==> src/rtl/ex_fwd_ctrl_if.sv <==
// ex_fwd_ctrl_if: EX-stage request / forwarding-response bundle for ex_fwd_ctrl.
//
// Naming is from the forwarding unit's point of view: *_i signals are driven by the pipeline
// (master) and *_o signals are driven by the forwarding unit (slave).
//   ex_valid_i, ex_rs1_i, ex_rs2_i, ex_rs1_used_i, ex_rs2_used_i : EX operand request
//   ex_rd_i, ex_wr_en_i, ex_is_load_i                            : EX destination info
//   flush_i                                                      : kill the EX instruction
//   pipe_stall_i                                                 : MEM/WB freeze
//   fw_rs1_o, fw_rs2_o : forward select (0 none, 1 MEM, 2 WB, 3 WB-late)
//   stall_o            : load-use stall request
//   mem_tag_vld_o      : debug view of the MEM tag slot
// Optional build macro FWD_PERF_CNT_EN adds perf_stall_cnt_o / perf_fwd_cnt_o.
interface ex_fwd_ctrl_if #(
  parameter int unsigned NREGS = 32
);
  localparam int unsigned TagW = (NREGS > 1) ? $clog2(NREGS) : 1;

  logic            ex_valid_i;
  logic [TagW-1:0] ex_rs1_i;
  logic [TagW-1:0] ex_rs2_i;
  logic            ex_rs1_used_i;
  logic            ex_rs2_used_i;
  logic [TagW-1:0] ex_rd_i;
  logic            ex_wr_en_i;
  logic            ex_is_load_i;
  logic            flush_i;
  logic            pipe_stall_i;
  logic [1:0]      fw_rs1_o;
  logic [1:0]      fw_rs2_o;
  logic            stall_o;
  logic            mem_tag_vld_o;
`ifdef FWD_PERF_CNT_EN
  logic [31:0]     perf_stall_cnt_o;
  logic [31:0]     perf_fwd_cnt_o;
`endif

  modport master (
    output ex_valid_i, ex_rs1_i, ex_rs2_i, ex_rs1_used_i, ex_rs2_used_i,
    output ex_rd_i, ex_wr_en_i, ex_is_load_i, flush_i, pipe_stall_i,
`ifdef FWD_PERF_CNT_EN
    input  perf_stall_cnt_o, perf_fwd_cnt_o,
`endif
    input  fw_rs1_o, fw_rs2_o, stall_o, mem_tag_vld_o
  );

  modport slave (
    input  ex_valid_i, ex_rs1_i, ex_rs2_i, ex_rs1_used_i, ex_rs2_used_i,
    input  ex_rd_i, ex_wr_en_i, ex_is_load_i, flush_i, pipe_stall_i,
`ifdef FWD_PERF_CNT_EN
    output perf_stall_cnt_o, perf_fwd_cnt_o,
`endif
    output fw_rs1_o, fw_rs2_o, stall_o, mem_tag_vld_o
  );
endinterface

==> src/rtl/ex_fwd_ctrl.sv <==
// ex_fwd_ctrl: EX-stage forwarding and load-use hazard control.
//
// Tracks destination tags of the instructions in MEM, WB and WB-late and, for each EX source
// operand, selects the youngest in-flight producer. A load that is still too young to forward
// raises a one-cycle stall and a bubble is placed into MEM.
//
// Ports:
//   clk_i   : clock
//   rst_ni  : asynchronous active-low reset
//   bus     : ex_fwd_ctrl_if.slave (EX request in, forward selects / stall out)
// Parameters:
//   NREGS           : architectural register count (tag width clog2(NREGS))
//   LOAD_USE_CYCLES : cycles before a load result can be forwarded, legal 1..3
// Optional build macro FWD_PERF_CNT_EN adds stall / forward cycle counters.
module ex_fwd_ctrl #(
  parameter int unsigned NREGS           = 32,
  parameter int unsigned LOAD_USE_CYCLES = 1
) (
  input logic          clk_i,
  input logic          rst_ni,
  ex_fwd_ctrl_if.slave bus
);

  localparam int unsigned TagW   = (NREGS > 1) ? $clog2(NREGS) : 1;
  localparam logic [1:0]  AgeMax = 2'(LOAD_USE_CYCLES);

  typedef enum logic [1:0] {
    FwNone   = 2'd0,
    FwMem    = 2'd1,
    FwWb     = 2'd2,
    FwWbLate = 2'd3
  } fw_sel_e;

  typedef struct packed {
    logic            vld;
    logic [TagW-1:0] rd;
    logic            is_load;
    logic [1:0]      age;
  } slot_t;

  typedef struct packed {
    fw_sel_e sel;
    logic    haz;
  } fw_res_t;

  slot_t   mem_q, mem_d;
  slot_t   wb_q, wb_d;
  slot_t   wbl_q, wbl_d;
  fw_res_t rs1_res, rs2_res;
  logic    stall;

  function automatic logic [1:0] age_inc(input logic [1:0] age);
    return (age >= AgeMax) ? AgeMax : age + 2'd1;
  endfunction

  // Only the youngest matching producer is considered: an older young load shadowed by a newer
  // writer of the same register does not hold the value EX needs, so it is not a hazard.
  function automatic fw_res_t resolve(input logic req, input logic [TagW-1:0] rs,
                                      input slot_t m, input slot_t w, input slot_t l);
    fw_res_t res;
    slot_t   hit;
    res.sel = FwNone;
    res.haz = 1'b0;
    hit     = '0;
    if (req && (rs != '0)) begin
      if (m.vld && (m.rd == rs)) begin
        res.sel = FwMem;
        hit     = m;
      end else if (w.vld && (w.rd == rs)) begin
        res.sel = FwWb;
        hit     = w;
      end else if (l.vld && (l.rd == rs)) begin
        res.sel = FwWbLate;
        hit     = l;
      end
      if (hit.is_load && (hit.age < AgeMax)) begin
        res.sel = FwNone;
        res.haz = 1'b1;
      end
    end
    return res;
  endfunction

  always_comb begin
    rs1_res = resolve(bus.ex_valid_i & bus.ex_rs1_used_i, bus.ex_rs1_i, mem_q, wb_q, wbl_q);
    rs2_res = resolve(bus.ex_valid_i & bus.ex_rs2_used_i, bus.ex_rs2_i, mem_q, wb_q, wbl_q);
    // Flush wins: a killed instruction must not freeze the front end.
    stall   = (rs1_res.haz | rs2_res.haz) & bus.ex_valid_i & ~bus.flush_i;
  end

  // Slot advance; while stalling the MEM slot takes a bubble, and a freeze holds everything,
  // including a pending bubble, until pipe_stall_i drops.
  always_comb begin
    mem_d = mem_q;
    wb_d  = wb_q;
    wbl_d = wbl_q;
    if (!bus.pipe_stall_i) begin
      wbl_d         = wb_q;
      wbl_d.age     = age_inc(wb_q.age);
      wb_d          = mem_q;
      wb_d.age      = age_inc(mem_q.age);
      mem_d.vld     = bus.ex_valid_i & bus.ex_wr_en_i & ~bus.flush_i & ~stall &
                      (bus.ex_rd_i != '0);
      mem_d.rd      = bus.ex_rd_i;
      mem_d.is_load = bus.ex_is_load_i;
      mem_d.age     = 2'd0;
    end
  end

  always_ff @(posedge clk_i or negedge rst_ni) begin
    if (!rst_ni) begin
      mem_q <= '0;
      wb_q  <= '0;
      wbl_q <= '0;
    end else begin
      mem_q <= mem_d;
      wb_q  <= wb_d;
      wbl_q <= wbl_d;
    end
  end

  assign bus.fw_rs1_o      = rs1_res.sel;
  assign bus.fw_rs2_o      = rs2_res.sel;
  assign bus.stall_o       = stall;
  assign bus.mem_tag_vld_o = mem_q.vld;

`ifdef FWD_PERF_CNT_EN
  logic [31:0] perf_stall_cnt_q, perf_stall_cnt_d;
  logic [31:0] perf_fwd_cnt_q, perf_fwd_cnt_d;

  always_comb begin
    perf_stall_cnt_d = perf_stall_cnt_q;
    perf_fwd_cnt_d   = perf_fwd_cnt_q;
    if (!bus.pipe_stall_i) begin
      if (stall) begin
        perf_stall_cnt_d = perf_stall_cnt_q + 32'd1;
      end
      if (bus.ex_valid_i && ((rs1_res.sel != FwNone) || (rs2_res.sel != FwNone))) begin
        perf_fwd_cnt_d = perf_fwd_cnt_q + 32'd1;
      end
    end
  end

  always_ff @(posedge clk_i or negedge rst_ni) begin
    if (!rst_ni) begin
      perf_stall_cnt_q <= '0;
      perf_fwd_cnt_q   <= '0;
    end else begin
      perf_stall_cnt_q <= perf_stall_cnt_d;
      perf_fwd_cnt_q   <= perf_fwd_cnt_d;
    end
  end

  assign bus.perf_stall_cnt_o = perf_stall_cnt_q;
  assign bus.perf_fwd_cnt_o   = perf_fwd_cnt_q;
`endif

endmodule

==> src/flat_wrapper.sv <==
// flat-port wrapper written by rule: the top's interface ports become plain ports
module ex_fwd_ctrl_flat 
#(
  parameter int unsigned NREGS           = 32,
  parameter int unsigned LOAD_USE_CYCLES = 1
)
  (clk_i, rst_ni, bus_ex_valid_i, bus_ex_rs1_i, bus_ex_rs2_i, bus_ex_rs1_used_i, bus_ex_rs2_used_i, bus_ex_rd_i, bus_ex_wr_en_i, bus_ex_is_load_i, bus_flush_i, bus_pipe_stall_i, bus_fw_rs1_o, bus_fw_rs2_o, bus_stall_o, bus_mem_tag_vld_o);
  ex_fwd_ctrl_if #(.NREGS(NREGS)) bus_i ();
  input logic clk_i;
  input logic rst_ni;
  input wire logic [$bits(bus_i.ex_valid_i)-1:0] bus_ex_valid_i;
  input wire logic [$bits(bus_i.ex_rs1_i)-1:0] bus_ex_rs1_i;
  input wire logic [$bits(bus_i.ex_rs2_i)-1:0] bus_ex_rs2_i;
  input wire logic [$bits(bus_i.ex_rs1_used_i)-1:0] bus_ex_rs1_used_i;
  input wire logic [$bits(bus_i.ex_rs2_used_i)-1:0] bus_ex_rs2_used_i;
  input wire logic [$bits(bus_i.ex_rd_i)-1:0] bus_ex_rd_i;
  input wire logic [$bits(bus_i.ex_wr_en_i)-1:0] bus_ex_wr_en_i;
  input wire logic [$bits(bus_i.ex_is_load_i)-1:0] bus_ex_is_load_i;
  input wire logic [$bits(bus_i.flush_i)-1:0] bus_flush_i;
  input wire logic [$bits(bus_i.pipe_stall_i)-1:0] bus_pipe_stall_i;
  output wire logic [$bits(bus_i.fw_rs1_o)-1:0] bus_fw_rs1_o;
  output wire logic [$bits(bus_i.fw_rs2_o)-1:0] bus_fw_rs2_o;
  output wire logic [$bits(bus_i.stall_o)-1:0] bus_stall_o;
  output wire logic [$bits(bus_i.mem_tag_vld_o)-1:0] bus_mem_tag_vld_o;
  assign bus_i.ex_valid_i = bus_ex_valid_i;
  assign bus_i.ex_rs1_i = bus_ex_rs1_i;
  assign bus_i.ex_rs2_i = bus_ex_rs2_i;
  assign bus_i.ex_rs1_used_i = bus_ex_rs1_used_i;
  assign bus_i.ex_rs2_used_i = bus_ex_rs2_used_i;
  assign bus_i.ex_rd_i = bus_ex_rd_i;
  assign bus_i.ex_wr_en_i = bus_ex_wr_en_i;
  assign bus_i.ex_is_load_i = bus_ex_is_load_i;
  assign bus_i.flush_i = bus_flush_i;
  assign bus_i.pipe_stall_i = bus_pipe_stall_i;
  assign bus_fw_rs1_o = bus_i.fw_rs1_o;
  assign bus_fw_rs2_o = bus_i.fw_rs2_o;
  assign bus_stall_o = bus_i.stall_o;
  assign bus_mem_tag_vld_o = bus_i.mem_tag_vld_o;
  ex_fwd_ctrl #(.NREGS(NREGS), .LOAD_USE_CYCLES(LOAD_USE_CYCLES)) u_core (.clk_i(clk_i), .rst_ni(rst_ni), .bus(bus_i));
endmodule
==> config.mk <==
export PLATFORM = sky130hd
export DESIGN_NAME = ex_fwd_ctrl_flat
export DESIGN_NICKNAME = d
export VERILOG_FILES = /design/src/rtl/ex_fwd_ctrl_if.sv /design/src/rtl/ex_fwd_ctrl.sv /design/src/flat_wrapper.sv
export SDC_FILE = /design/constraint.sdc
export NUM_CORES = 1
export LEC_CHECK = 0
export ABC_AREA = 1
export BUFFER_PORTS_ARGS = -buffer_cell sky130_fd_sc_hd__buf_2
export CAP_MARGIN = 10
export CORE_UTILIZATION = 46
export DETAILED_ROUTE_END_ITERATION = 10
export PLACE_DENSITY = 0.71
export RECOVER_POWER = 50
export SLEW_MARGIN = 40
export SYNTH_ARGS = -nofsm -noshare
export SYNTH_HDL_FRONTEND = slang
export SYNTH_SLANG_ARGS = --single-unit
==> constraint.sdc <==
create_clock -name clk_i -period 1.39 [get_ports clk_i]
set_input_delay 0.278 -clock clk_i [delete_from_list [all_inputs] [get_ports clk_i]]
set_output_delay 0.278 -clock clk_i [all_outputs]
set_load 0.02 [all_outputs]
==> results of run 1 <==
## report_power, final
part	internal [uW]	switching (uW)
combinational	248	348
sequential	706	76.4
clock	292	227
total	1250	652
## cells in the mapped netlist, drive strengths merged
| library cell | instances |
|---|---|
| nor2 | 38 |
| o21ai | 24 |
| nor3 | 7 |
| clkbuf | 4 |
| xor2 | 1 |
| nand3 | 15 |
| nand2 | 103 |
| dfrtp | 22 |
| inv | 38 |
| or2 | 1 |
| nand3b | 1 |
| and3 | 2 |
| nand4 | 6 |
| a21oi | 5 |
| o211ai | 1 |
| clkinv | 1 |
## area by class of cell
cell class,instances,area [um2],area share [%]
multi-input combinational,204,1110,45.9
sequential,22,557,23.1
timing repair buffer,70,489,20.3
inverter,39,146,6.08
tap,46,57.6,2.39
clock inverter,1,30.0,1.25
clock buffer,3,22.5,0.935
## logic make-up after synthesis
| group | synth area share, % |
|---|---|
| flops | 33.7 |
| xor+xnor | 0.536 |
| compound gates | 9.34 |
| simple gates | 46.6 |
| buf+inv | 9.88 |
## metrics by stage
stage               instances  hold WS, ns  util, %  TNS, ns  total power [uW]
global placement          365        0.282     61.3    -2.51              1260
CTS                       384        0.158     68.6    -4.68              1840
finish                    385        0.153     71.6    -4.32              1900
detailed placement        365        0.276     61.3    -2.50              1270
global route              385        0.172     71.6    -6.18              1990
floorplan                 269      -0.0176        -   -0.811              1050
## cells in the final DEF, fill, tap and decap left out, drive strengths merged
cell type and instances:
a21oi 5, o211ai 1, nand3 15, or2 1
bufinv 1, inv 39, nor2 38, buf 66
xor2 1, clkbuf 6, nand3b 1, dfrtp 22
nor3 7, o21ai 24, nand4 6, dlygate4sd3 1
and3 2, nand2 103
## path summary, 6_finish.rpt
path / startpoint / endpoint / slack (ns) / cells past startpoint
setup / recovery: u_core.wb_q[3] / bus_stall_o / -0.80 / 12
hold / removal: bus_ex_rd_i[2] / u_core.mem_q[5] / 0.15 / 3
setup reg to reg: u_core.wb_q[3] / u_core.bus.mem_tag_vld_o / -0.47 / 14
hold reg to reg: u_core.wb_q[2] / u_core.wb_q[2] / 0.51 / 2
max in group asynchronous: rst_ni / u_core.bus.mem_tag_vld_o / 0.52 / 2
min in group asynchronous: rst_ni / u_core.wbl_q[4] / 0.44 / 2
## timing repair
action / in CTS / in global routing
hold buffers: 1 / 0
pin swaps: 20 / 19
gates resized for setup: 31 / 30
hold endpoints to repair: 22 / 0
buffers inserted: 14 / 10
setup endpoints to repair: 6 / 7
## sequential cells by signal, summed over array words and instances, names as in the netlist
register and flops:
u_core.bus.mem_tag_vld_o 1, u_core.wbl_q 8, u_core.wb_q 7, u_core.mem_q 6
## routing by layer
layer	up-vias	GRT usage [%]	wire length (um)	part of all wire, %
met1	913	39.3	2260	42
met4	0	8.89	160	3.0
met5	-	0	0	0
met2	102	47.6	2560	48
met3	17	2.73	370	6.9
li1	980	-	-	-
## worst min-delay path, cell delays in order
cell and delay (ns):
buf_2 0.08, nand2_1 0.04, o21ai_0 0.06
==> impl_metrics.toml, run 1 <==
[cells_and_area]
synthToLayoutAreaGrowth_pct = 47.4
drive_above_1_share_pct = 45.1
antennaDiodeCount = 0
finalInstanceArea_mm2 = 0.00241
fillers = 305
layout.nets = 364

[timing]
slew_headroom_pct = 51.7
maxClockFrequency_ghz = 0.457
worst_slack_ns = -0.799
period_share_pct = 157
rsz0062_at_grt = "true"
clock_skew_ns = 0.0199
setup_violations = 8
maxSlewViolCount = 0
hold_violations = 0
post-route-min-period_ns = 2.19
tightest_slew_ns = 0.724

[worst_setup_path]
cp_cell_sequence = "nand2_1 -> nand2_1 -> nor2_2 -> nand3_2 -> nor2_2 -> nor2_2 -> nand2_2 -> nand4_1 -> nand2_1 -> nand2_2 -> inv_2 -> buf_6"
critPathKind = "register to output port"
critPathMaxStageDelay_ns = 0.46
critPathMaxFanout = 4
end_kind = "output port"
crit_family = "simple AND/OR/NAND/NOR gates"
cp.arrival_ns = 1.91
crit_slowest_cell = "dfrtp_1"
cp_num_buf_inv = 2
required_ns = 1.11
cp-start-kind = "register"

[clock_network]
clock_latency_ns = 0.33
cts_tree = "built"
path_clk_slew_ns = 0.15
h-tree-depth = 1
cts_sinks = 22
cts_made_buffers = 3
max-clock-path-buffers = 2
cts_root_buf = "clkbuf_4"

[logic_synthesis]
synth_top_area_share_pct = 33.7
syn_area_per_cell_um2 = 6.07
ys_seq_area_share_pct = 33.7
syn_inst = 269
netlist_area_mm2 = 0.00163
synth_nets = 293
synth_warnings = 0
synth_cell_types = 22
ys_ff_latch = 22
ys_top_cells_by_area = "dfrtp_1 (34%), nand2_1 (23%), o21ai_0 (7.0%)"
synth_top_cell_by_area = "dfrtp_1"

[placement]
io_buffers = 29
dp_slack_ns = -0.486
place_congestion = 0.960
placed_area_mm2 = 0.00206
dpl.hpwl_mm = 3.71

[global_route]
antenna_found_initial = 0
grt_pass1_wl_mm = 7.76
grt_max_degree = 23
grt_use_total_pct = 28.6
grt_overflow = 0
grt_pass1_vias = 1653

[drt]
via_per_inst = 5.23
drcViolationCount = 0
drtAntennaViolNets = 0
first_iter_violations = 158
drt-total-wl_mm = 5.35
dr.pass1.iters = 5
wl_per_cell_um = 13.9
vias = 2012

[floorplanning]
rows = 21
core-area_mm2 = 0.00336
die-area_mm2 = 0.00379
die_w_um = 61.6
dieHeight_um = 61.6
ioPinCount = 30
start_util_pct = 48.6

[power]
p_leak_uw = 0.00123
ir_drop_mv = 0.614
power_density_mw_per_mm2 = 788

[worst_hold_path]
hp-class = "input port to register"

[run_status]
status = "finished with violations"
violations = "setup timing"

[job]
drv_cap = 0
(Power assumes the default switching activity.)
==> run 2: changes to the inputs <==
--- a/config.mk
+++ b/config.mk
@@ -8,9 +8,8 @@
 export ABC_AREA = 1
 export BUFFER_PORTS_ARGS = -buffer_cell sky130_fd_sc_hd__buf_2
 export CAP_MARGIN = 10
-export CORE_UTILIZATION = 46
+export CORE_UTILIZATION = 32
 export DETAILED_ROUTE_END_ITERATION = 10
-export PLACE_DENSITY = 0.71
 export RECOVER_POWER = 50
 export SLEW_MARGIN = 40
 export SYNTH_ARGS = -nofsm -noshare
==> run 2 against run 1 <==
Net effect: the flow still finishes with violations (setup timing); global-route usage down 8.8 points; register-to-register slack better by 0.12 ns; via count down 8.4%; critical path type unchanged; largest cell class unchanged; highest routed layer unchanged.
==> impl_metrics.toml, run 2 (same netlist as run 1, synthesis figures left out) <==
[run_status]
status = "finished with violations"
violations = "setup timing"

[drt]
via_per_inst = 4.60
vias = 1843
dr.pass1.iters = 4
drcViolationCount = 0
wl_per_cell_um = 12.2
first_iter_violations = 77
drt-total-wl_mm = 4.87
drtAntennaViolNets = 0

[worst_setup_path]
cp_cell_sequence = "inv_2 -> nand2_1 -> nand2_1 -> nor2_2 -> nand3_4 -> nand2_2 -> nand3_2 -> and3_4 -> nor3_4 -> buf_6"
critPathMaxFanout = 4
crit_top_cell = "nand2_1"
rr_worst_depth = 14
critPathKind = "register to output port"
cp.arrival_ns = 1.86
cp_num_buf_inv = 2
required_ns = 1.11
critPathMaxStageDelay_ns = 0.43
cp.depth = 10
crit_family = "simple AND/OR/NAND/NOR gates"
crit_slowest_cell = "dfrtp_2"
cp-start-kind = "register"
regToRegStartpoint = "u_core.wb_q[5]"
reg2reg_to = "u_core.bus.mem_tag_vld_o"
r2r_setup_slack_ns = -0.35
end_kind = "output port"

[floorplanning]
rows = 25
ioPinCount = 30
die-area_mm2 = 0.00540
die_w_um = 73.5
start_util_pct = 33.9
dieHeight_um = 73.5
core-area_mm2 = 0.00482

[global_route]
grt_max_degree = 23
grt_overflow = 0
grt_use_total_pct = 19.8
grt_pass1_vias = 1696
grt_pass1_wl_mm = 7.98
antenna_found_initial = 0

[power]
pwr-share-comb_pct = 30.4
p_int_uw = 1190
p_seq_share_pct = 43.1
power_density_mw_per_mm2 = 770
p_leak_uw = 0.00120
power_switching_uw = 616
power.share.clock_pct = 26.5
ir_drop_mv = 0.369
p_sw_share_pct = 34.1

[cells_and_area]
drive_above_1_share_pct = 40.4
finalInstanceArea_mm2 = 0.00235
layout_commonest_cell = "nand2_1"
fillers = 531
largest_reg_flops = 8
antennaDiodeCount = 0
layout.nets = 359
layout_common_cells = "nand2_1 (94), buf_4 (34), buf_2 (24), inv_2 (21), o21ai_0 (21)"
final_cells = 401
largestRegisters = "u_core.wbl_q (8), u_core.wb_q (7), u_core.mem_q (6)"
largest-register = "u_core.wbl_q"
synthToLayoutAreaGrowth_pct = 43.6

[timing]
maxSlewViolCount = 0
post-route-min-period_ns = 2.14
maxClockFrequency_ghz = 0.467
rsz0062_at_grt = "true"
hold_violations = 0
clock_skew_ns = 0.00404
setup_violations = 6
tightest_slew_ns = 0.502
worst_slack_ns = -0.750
period_share_pct = 154
setup_tns_ns = -3.77
slew_headroom_pct = 66.5

[clock_network]
cts_root_buf = "clkbuf_8"
cts_tree = "built"
path_clk_slew_ns = 0.09
h-tree-depth = 1
max-clock-path-buffers = 2
cts_made_buffers = 3
clock_latency_ns = 0.27
cts_sinks = 22

[worst_hold_path]
hold_depth = 3
worst_hold_path.endpoint = "u_core.mem_q[2]"
worstHoldStart = "bus_ex_is_load_i"
hp-class = "input port to register"

[placement]
numPlacedInstances = 386
placed_area_mm2 = 0.00209
io_buffers = 29
place_congestion = 0.888
dpl.hpwl_mm = 3.80

[job]
drv_cap = 0
==> run 2: metal layers <==
layer	GRT usage (%)	wire length (um)	vias to the layer above
li1	-	-	968
met1	26.4	2340	829
met2	32.2	2280	38
met3	3.43	160	8
met4	6.84	88	0
met5	0	0	-
==> run 2: stage by stage <==
stage / util [%] / hold WS [ns] / setup slack [ns] / power (uW)
after detailed placement: 43.4 / 0.277 / -0.518 / 1260
after floorplan: - / -0.0176 / -0.241 / 1050
after global routing: 48.7 / 0.217 / -0.850 / 1920
after global placement: 43.4 / 0.278 / -0.515 / 1250
final: 48.7 / 0.213 / -0.750 / 1810
after CTS: 47.9 / 0.214 / -0.658 / 1800
==> run 2: power groups by stage <==
stage | registers, uW | logic (uW) | clock network, uW
floorplan | 768 | 285 | 0
global placement | 781 | 471 | 0
detailed placement | 783 | 473 | 0
CTS | 774 | 540 | 486
global route | 786 | 620 | 514
finish | 779 | 549 | 479
==> run 2: what timing repair did <==
item                       in CTS  in global routing
hold endpoints to repair       22                  0
hold buffers                    1                  0
pin swaps                      13                 20
setup endpoints to repair       6                  7
gates resized for setup        22                 20
setup buffers                  14                  3
==> run 2: area by class of cell <==
type | instances | area, um2 | share of cell area [%]
Clock buffer | 4 | 55.1 | 2.35
Inverter | 39 | 146 | 6.24
Multi-Input combinational cell | 204 | 1060 | 45.0
Sequential cell | 22 | 556 | 23.7
Tap cell | 67 | 83.8 | 3.57
Timing Repair Buffer | 65 | 449 | 19.1
==> run 2: worst min-delay path: stages <==
cell,delay [ns]
buf_2,0.07
nand2_1,0.04
o21ai_0,0.06
==> run 2: worst max-delay path by stage <==
stage / startpoint / to / slack [ns]
after detailed placement: bus_ex_rs2_i[3] / bus_fw_rs2_o[0] / -0.52
after global placement: bus_ex_rs2_i[3] / bus_fw_rs2_o[0] / -0.52
final: u_core.wb_q[5] / bus_fw_rs2_o[1] / -0.75
after CTS: u_core.wb_q[5] / bus_fw_rs2_o[1] / -0.66
after global routing: u_core.wb_q[5] / bus_stall_o / -0.85
after floorplan: u_core.bus.mem_tag_vld_o / bus_fw_rs2_o[0] / -0.24
==> run 3: changes to the inputs <==
--- a/config.mk
+++ b/config.mk
@@ -8,8 +8,12 @@
 export ABC_AREA = 1
 export BUFFER_PORTS_ARGS = -buffer_cell sky130_fd_sc_hd__buf_2
 export CAP_MARGIN = 10
+export CELL_PAD_IN_SITES_DETAIL_PLACEMENT = 1
+export CELL_PAD_IN_SITES_GLOBAL_PLACEMENT = 1
 export CORE_UTILIZATION = 32
+export CTS_CLUSTER_SIZE = 10
 export DETAILED_ROUTE_END_ITERATION = 10
+export PLACE_DENSITY_LB_ADDON = 0.1
 export RECOVER_POWER = 50
 export SLEW_MARGIN = 40
 export SYNTH_ARGS = -nofsm -noshare
==> constraint.sdc (replaced) <==
create_clock -name clk_i -period 2.7 [get_ports clk_i]
set_input_delay 0.54 -clock clk_i [delete_from_list [all_inputs] [get_ports clk_i]]
set_output_delay 0.54 -clock clk_i [all_outputs]
set_load 0.02 [all_outputs]
==> run 3 against run 2 <==
Net effect: the flow now finishes without violations; count of clock-buffer cells in the layout stayed put; first-iteration DRC count is 3.9% lower; critical path depth stayed put; flip-flop and latch count stayed put; critical path type unchanged; largest cell class unchanged; largest power group unchanged.
==> impl_metrics.toml, run 3 (same netlist as run 1, synthesis figures left out) <==
[worst_setup_path]
required_ns = 2.16
critPathMaxFanout = 4
crit_slowest_cell = "dfrtp_1"
cp_cell_sequence = "inv_1 -> nand2_1 -> nand2_1 -> nor2_2 -> nand3_2 -> nand2_1 -> nand3_1 -> and3_1 -> nor3_1 -> buf_2"
critPathMaxStageDelay_ns = 0.43
cp-start-kind = "register"
cp-startpoint = "u_core.wb_q[3]"
cp.arrival_ns = 1.91
rr_worst_depth = 13
end_kind = "output port"
critPathKind = "register to output port"
reg2reg_to = "u_core.bus.mem_tag_vld_o"
crit_top_cell = "nand2_1"
regToRegStartpoint = "u_core.mem_q[4]"
r2r_setup_slack_ns = 1.07

[clock_network]
path_clk_slew_ns = 0.09
cts_hold_buf = 0
cts_sinks = 22
cts_tree = "built"
cts.repair.resized = 0
h-tree-depth = 1
clock_latency_ns = 0.27
postCtsSetupBuffers = 0
cts_root_buf = "clkbuf_8"
max-clock-path-buffers = 2
cts_made_buffers = 3

[timing]
maxClockFrequency_ghz = 0.408
rsz0062_at_grt = "false"
clock_skew_ns = 0.00109
maxSlewViolCount = 0
setup_tns_ns = 0
setup_violations = 0
hold_violations = 0
slew_headroom_pct = 14.2
tightest_slew_ns = 1.29
post-route-min-period_ns = 2.45
period_share_pct = 90.7

[drt]
vias = 1742
drt-total-wl_mm = 5.06
first_iter_violations = 74
via_per_inst = 4.76
drtAntennaViolNets = 0
wl_per_cell_um = 13.8
dr.pass1.iters = 4
drcViolationCount = 0

[floorplanning]
die-area_mm2 = 0.00540
rows = 25
ioPinCount = 30
core-area_mm2 = 0.00482
dieHeight_um = 73.5
start_util_pct = 33.9
die_w_um = 73.5

[cells_and_area]
fin_util_pct = 39.6
layout_commonest_cell = "nand2_1"
antennaDiodeCount = 0
layout.nets = 324
largestRegisters = "u_core.wbl_q (8), u_core.wb_q (7), u_core.mem_q (6)"
layout_common_cells = "nand2_1 (101), nor2_1 (30), buf_2 (28), o21ai_0 (23)"
synthToLayoutAreaGrowth_pct = 16.6
regArea_um2 = 551
finalInstanceArea_mm2 = 0.00191
largest_reg_flops = 8
largest-register = "u_core.wbl_q"
multi_input_area_um2 = 922
drive_above_1_share_pct = 21.1
fillers = 693

[power]
p_leak_uw = 0.00103
power_uw = 867
power_density_mw_per_mm2 = 455
ir_drop_mv = 0.197

[global_route]
use_met3_pct = 2.47
grt_use_total_pct = 21.2
grt_max_degree = 33
grt_pass1_vias = 1684
grt_overflow = 0
grtUsageMet2_pct = 34.0
grt_util_met1_pct = 30.8
grt_pass1_wl_mm = 8.55
grt_busiest_layer = "met2"
antenna_found_initial = 0

[run_status]
status = "finished, final reports clean"

[placement]
place_congestion = 0.848
io_buffers = 29
placed_area_mm2 = 0.00186
dpl.hpwl_mm = 4.12

[worst_hold_path]
hp-class = "input port to register"
worst_hold_path.endpoint = "u_core.mem_q[2]"
worstHoldStart = "bus_ex_is_load_i"
hold_depth = 3

[job]
drv_cap = 0
-- run 3: power breakdown --
part,total [uW],switching [uW],internal (uW)
sequential,402,39.7,362
combinational,216,143,72.4
clock,250,120,130
-- run 3: area by class of cell --
| cell class | count | share of cell area [%] |
|---|---|---|
| multi-input combinational | 204 | 48.4 |
| sequential | 22 | 28.9 |
| timing repair buffer | 30 | 7.75 |
| inverter | 39 | 7.68 |
| tap | 67 | 4.40 |
| clock buffer | 4 | 2.89 |
-- run 3: worst max path at each step --
stage | end | depth (start not counted)
2_1_floorplan | bus_fw_rs2_o[0] | 8
3_3_place_gp | bus_fw_rs2_o[1] | 11
3_5_place_dp | bus_stall_o | 13
4_1_cts | bus_fw_rs2_o[1] | 10
5_1_grt | bus_stall_o | 11
6_report | bus_fw_rs2_o[1] | 10
-- run 3: layer usage --
layer | share of wire (%) | vias up
li1 | - | 906
met1 | 51 | 793
met2 | 45 | 37
met3 | 3.9 | 6
met4 | 0.91 | 0
met5 | 0 | -
-- run 3: stage by stage --
step / instances / hold WS (ns) / setup WS, ns
2_1_floorplan: 269 / 0.244 / 0.453
3_3_place_gp: 362 / 0.468 / 0.307
3_5_place_dp: 362 / 0.485 / 0.281
4_1_cts: 366 / 0.260 / 0.228
5_1_grt: 366 / 0.500 / 0.0521
6_report: 366 / 0.476 / 0.252
-- run 3: critical path: cells and delay by family, from the launching register on --
kind / cells / cell delay, ns
buffers and inverters: 2 / 0.29
flip-flops: 1 / 0.43
AND/OR/NAND/NOR: 8 / 0.93
